<file path="src/rtl/credit_return_fifo.sv">
// Credit-gated return buffer: hands out one credit per free slot, tracks items
// in the external fixed-latency delay line, and buffers what comes back.
module credit_return_fifo #(
  parameter int Width = 32,
  parameter int Depth = 4
) (
  input  logic                       clk_i,
  input  logic                       rst_ni,
  input  logic                       issue_valid_i,
  output logic                       issue_ready_o,
  input  logic                       valid_i,
  input  logic [Width-1:0]           data_i,
  output logic                       valid_o,
  input  logic                       ready_i,
  output logic [Width-1:0]           data_o,
  output logic [$clog2(Depth+1)-1:0] count_o,
  output logic [$clog2(Depth+1)-1:0] inflight_o,
  output logic                       err_o
);

  localparam int CntW = $clog2(Depth + 1);
  localparam int PtrW = (Depth > 1) ? $clog2(Depth) : 1;
  localparam logic [CntW-1:0] DepthC  = CntW'(Depth);
  localparam logic [PtrW-1:0] LastPtr = PtrW'(Depth - 1);

  logic [Width-1:0] mem [Depth];
  logic [PtrW-1:0]  wr_ptr_q, rd_ptr_q;
  logic [CntW-1:0]  count_q, count_d;
  logic [CntW-1:0]  inflight_q, inflight_d;
  logic             err_q;

  logic             issue_fire;
  logic             pop;
  logic             wr_en;
  logic             drop;
  logic             unexpected;
  logic             inflight_dec;
  logic [CntW:0]    occupied;

  // Pointers step through 0..Depth-1 only, so non-power-of-two depths wrap cleanly.
  function automatic logic [PtrW-1:0] ptr_inc(input logic [PtrW-1:0] p);
    return (p == LastPtr) ? '0 : p + 1'b1;
  endfunction

  assign occupied      = {1'b0, count_q} + {1'b0, inflight_q};
  assign issue_ready_o = occupied < {1'b0, DepthC};
  assign issue_fire    = issue_valid_i && issue_ready_o;

  assign valid_o = (count_q != '0);
  assign pop     = valid_o && ready_i;

  // A full buffer can still take the return if the head leaves in the same cycle.
  assign wr_en        = valid_i && ((count_q != DepthC) || pop);
  assign drop         = valid_i && !wr_en;
  assign unexpected   = valid_i && (inflight_q == '0);
  assign inflight_dec = valid_i && (inflight_q != '0);

  always_comb begin
    count_d = count_q;
    case ({wr_en, pop})
      2'b10:   count_d = count_q + 1'b1;
      2'b01:   count_d = count_q - 1'b1;
      default: count_d = count_q;
    endcase
  end

  always_comb begin
    inflight_d = inflight_q;
    case ({issue_fire, inflight_dec})
      2'b10:   inflight_d = inflight_q + 1'b1;
      2'b01:   inflight_d = inflight_q - 1'b1;
      default: inflight_d = inflight_q;
    endcase
  end

  always_ff @(posedge clk_i) begin
    if (!rst_ni) begin
      wr_ptr_q   <= '0;
      rd_ptr_q   <= '0;
      count_q    <= '0;
      inflight_q <= '0;
      err_q      <= 1'b0;
    end else begin
      if (wr_en) wr_ptr_q <= ptr_inc(wr_ptr_q);
      if (pop)   rd_ptr_q <= ptr_inc(rd_ptr_q);
      count_q    <= count_d;
      inflight_q <= inflight_d;
      if (drop || unexpected) err_q <= 1'b1;
    end
  end

  // Storage is deliberately left out of reset; occupancy alone decides what is valid.
  always_ff @(posedge clk_i) begin
    if (wr_en) mem[wr_ptr_q] <= data_i;
  end

  assign data_o     = valid_o ? mem[rd_ptr_q] : '0;
  assign count_o    = count_q;
  assign inflight_o = inflight_q;
  assign err_o      = err_q;

endmodule

</file>
<file path="config.mk">
export PLATFORM = sky130hd
export DESIGN_NAME = credit_return_fifo
export DESIGN_NICKNAME = d
export VERILOG_FILES = /design/src/rtl/credit_return_fifo.sv
export SDC_FILE = /design/constraint.sdc
export NUM_CORES = 1
export LEC_CHECK = 0
export ABC_AREA = 1
export BUFFER_PORTS_ARGS = -buffer_cell sky130_fd_sc_hd__buf_4
export CORE_MARGIN = 2
export CORE_UTILIZATION = 50
export CTS_BUF_LIST = sky130_fd_sc_hd__clkbuf_4
export CTS_CLUSTER_DIAMETER = 120
export DETAILED_ROUTE_END_ITERATION = 8
export GPL_TIMING_DRIVEN = 1
export PLACE_DENSITY_LB_ADDON = 0.25
export SKIP_LAST_GASP = 1
export SYNTH_ARGS = -nofsm -noshare
export SYNTH_HDL_FRONTEND = slang
export SYNTH_SLANG_ARGS = --single-unit
</file>
<file path="constraint.sdc">
create_clock -name clk_i -period 7.5 [get_ports clk_i]
set_input_delay 1.5 -clock clk_i [delete_from_list [all_inputs] [get_ports clk_i]]
set_output_delay 1.5 -clock clk_i [all_outputs]
set_load 0.05 [all_outputs]
</file>
==> reports/summary.txt <==
TritonCTS clock tree = done
Total Wirelength = 11000 um
worst slew pin tran = 1.12 ns
IO Port Bufs = 77
synth warn = 0
Simple-Gate Fraction of Synth Area = 0.157
Place WS = 3.59 ns
DRC = 0
clock skew = 0.0124 ns
flop and latch count out of synthesis = 141
Slew headroom = 0.253
P_sw = 1.15 mW
final total power = 2.63 mW
Pleak = 2.73 nW
routed length per instance = 14.8 um
# hold bufs at CTS = 0
core box area = 0.0114 mm^2
share of cells above drive strength 1 = 0.194
register area share after synthesis = 0.705
fin crit period = 4.42 ns
via count = 3770
post-route ant nets = 0
count of different cell masters after synthesis = 22
Layout Nets = 639
status = complete, no violations
root buf cell = clkbuf_4
DR top layer = met4
hold slack = 0.527 ns
Initial DRT Pass Iterations = 5
first-pass GRT wire length = 17800 um
fmax = 226 MHz
post-synthesis mux area share = 0
Syn Nets = 566
clock latency at the later pin of the worst-skew pair = 0.51 ns
Synth Area in Adders = 0.0262
RSZ-0062 raised after global routing = no
hold path start = rd_ptr_q[1]
WP data required = 6.00 ns
largest net degree at the start of global routing = 66
die width = 112 um
period utilization = 0.589
FP Rows = 39
Metal-1 WL = 4730 um
mapped cell area = 0.00582 mm^2
final setup TNS = 0 ns
post_cts resized = 0
final non-filler cell total = 746
placed instance count = 715
antenna cells = 0
Sw Share = 0.437
WL met3 = 564 um
Register-to-Register Path Depth = 8
total CTS buffers = 17
Critical Path Fanout Max = 65
Post-Syn Instances = 518
clock-pin slew on the worst setup and hold paths = 0.10 ns
VDD IR-drop max = 0.213 mV
Die Ht = 112 um
Initial Util = 0.512
vias in the first global route = 3719
Critical Path Start Type = register
Setup Buffers After CTS = 0
combinational power share = 0.452
full die area = 0.0125 mm^2
Int Power = 1.48 mW
# IOs = 78
Worst Hold Endpoint = rd_ptr_q[1]
PD cells = 391 mW/mm^2
fillcell total = 945
total track usage = 0.184
post-DP HPWL = 6280 um
Overflow after GRT = 0
Clock Path Buffers = 2
initial DRC count = 271
final instance area = 0.00674 mm^2
Setup-failing EPs final = 0
Setup WS post-layout = 3.08 ns
WP data arrival = 2.92 ns
GP Congestion = 0.759
Seq pwr share = 0.365
Cell Area, Placed = 0.00646 mm^2
Critical Path End Type = primary output
clock sink count = 141
vias per cell = 5.05
H-tree Lvls = 4
met2 wire length = 5630 um
initial antenna violation count = 0
area delta synth->final = 15.8%
Synth Area in Compound Gates = 0.0677
Clk pwr share = 0.183
largest family of logic cells by synthesized area = simple AND/OR/NAND/NOR gates
class of the worst hold path = reg2reg
endpoints failing hold = 0
Avg Inst Size Synth = 11.2 um^2
Reg2Reg Setup Slack = 5.22 ns
Pins Over Slew Limit = 0
post-layout util = 0.592
CP Class = reg2out
max_cap viols = 0
Critical R2R Capture = count_o[1]
Post-Synth XOR/XNOR Area = 0
Hold Path Stages = 2
reg2reg start = count_o[1]
==> synth_stat cells <==
library cell  instances  area share
clkbuf_2              1     0.00086
nand2_2               1      0.0011
nand3_1               8      0.0069
nand3b_1              1      0.0013
a31oi_1               1      0.0011
ha_1                  9       0.019
nor2_1               81       0.052
dfxtp_1              13       0.045
buf_4                 3      0.0039
fa_1                  2      0.0069
inv_2                 3      0.0019
edfxtp_1            128        0.66
buf_2                 3      0.0026
a21boi_0              1      0.0013
o21ai_0               8      0.0069
nand2_1             146       0.094
o21ai_1              28       0.024
a21oi_1              40       0.034
inv_1                23       0.015
buf_6                 7       0.014
clkbuf_1             10      0.0065
or2_2                 1      0.0011
==> per-layer routing <==
metal,global-route usage,vias up
li1,-,1888
met1,0.231,1781
met2,0.301,95
met3,0.0539,6
met4,0.0798,0
met5,0,-
==> placed cells by master (no fill, tap or decap), types with 3 or more instances in the layout <==
cell type  netlist  final
nand2_1        146    146
edfxtp_1       128    128
buf_4            3     78
nor2_1          81     77
a21oi_1         40     40
o21ai_1         28     28
inv_1           23     23
clkbuf_4         0     21
dfxtp_1         13     12
ha_1             9      9
o21ai_0          8      8
nand3_1          8      8
clkinv_2         0      5
nor2_4           0      4
inv_2            3      3
bufinv_16        0      3
==> power by group through the flow <==
| stage | clock, mW | sequential (mW) | combinational, mW |
|---|---|---|---|
| after floorplan | 0 | 1.02 | 0.843 |
| after detailed placement | 0 | 0.979 | 1.20 |
| after global routing | 0.530 | 0.967 | 1.28 |
| after CTS | 0.498 | 0.961 | 1.20 |
| after global placement | 0 | 0.976 | 1.18 |
| final | 0.483 | 0.960 | 1.19 |
==> critical path, stage by stage (launching register included) <==
cell and delay (ns):
dfxtp_2 0.32, buf_4 0.32, inv_2 0.90, nand2_1 0.13, nand2_1 0.11, nand2_1 0.05
a21oi_1 0.28, buf_4 0.25
==> sequential cells by signal, indices dropped and copies added, names as in the netlist, named ones only <==
name / cells
err_o: 1
inflight_o: 3
mem: 128
wr_ptr_q: 2
count_o: 3
rd_ptr_q: 2
==> cell type report <==
class | count | area [um^2] | share of cell area
Clock buffer | 21 | 158 | 0.0234
Clock inverter | 10 | 123 | 0.0182
Inverter | 26 | 97.6 | 0.0145
Multi-Input combinational cell | 327 | 1490 | 0.221
Sequential cell | 141 | 4110 | 0.609
Tap cell | 143 | 179 | 0.0266
Timing Repair Buffer | 78 | 586 | 0.0869
==> kinds of logic after synthesis <==
family / count (synthesis)
AOI/OAI and AO/OA: 78
adders and majority gates: 11
buffers and inverters: 50
DFF: 141
and+or+nand+nor: 238
==> worst max path at each step <==
stage          startpoint   endpoint  slack [ns]  cells past startpoint
3_5_place_dp     register  data_o[0]        3.59                      7
5_1_grt          register  data_o[0]        2.86                      7
6_report         register  data_o[0]        3.08                      7
4_1_cts          register  data_o[0]        2.97                      7
3_3_place_gp     register  data_o[0]        3.69                      7
2_1_floorplan     valid_i  mem[0][0]        3.84                      3
Note: power is estimated with default switching activity, not from simulation.
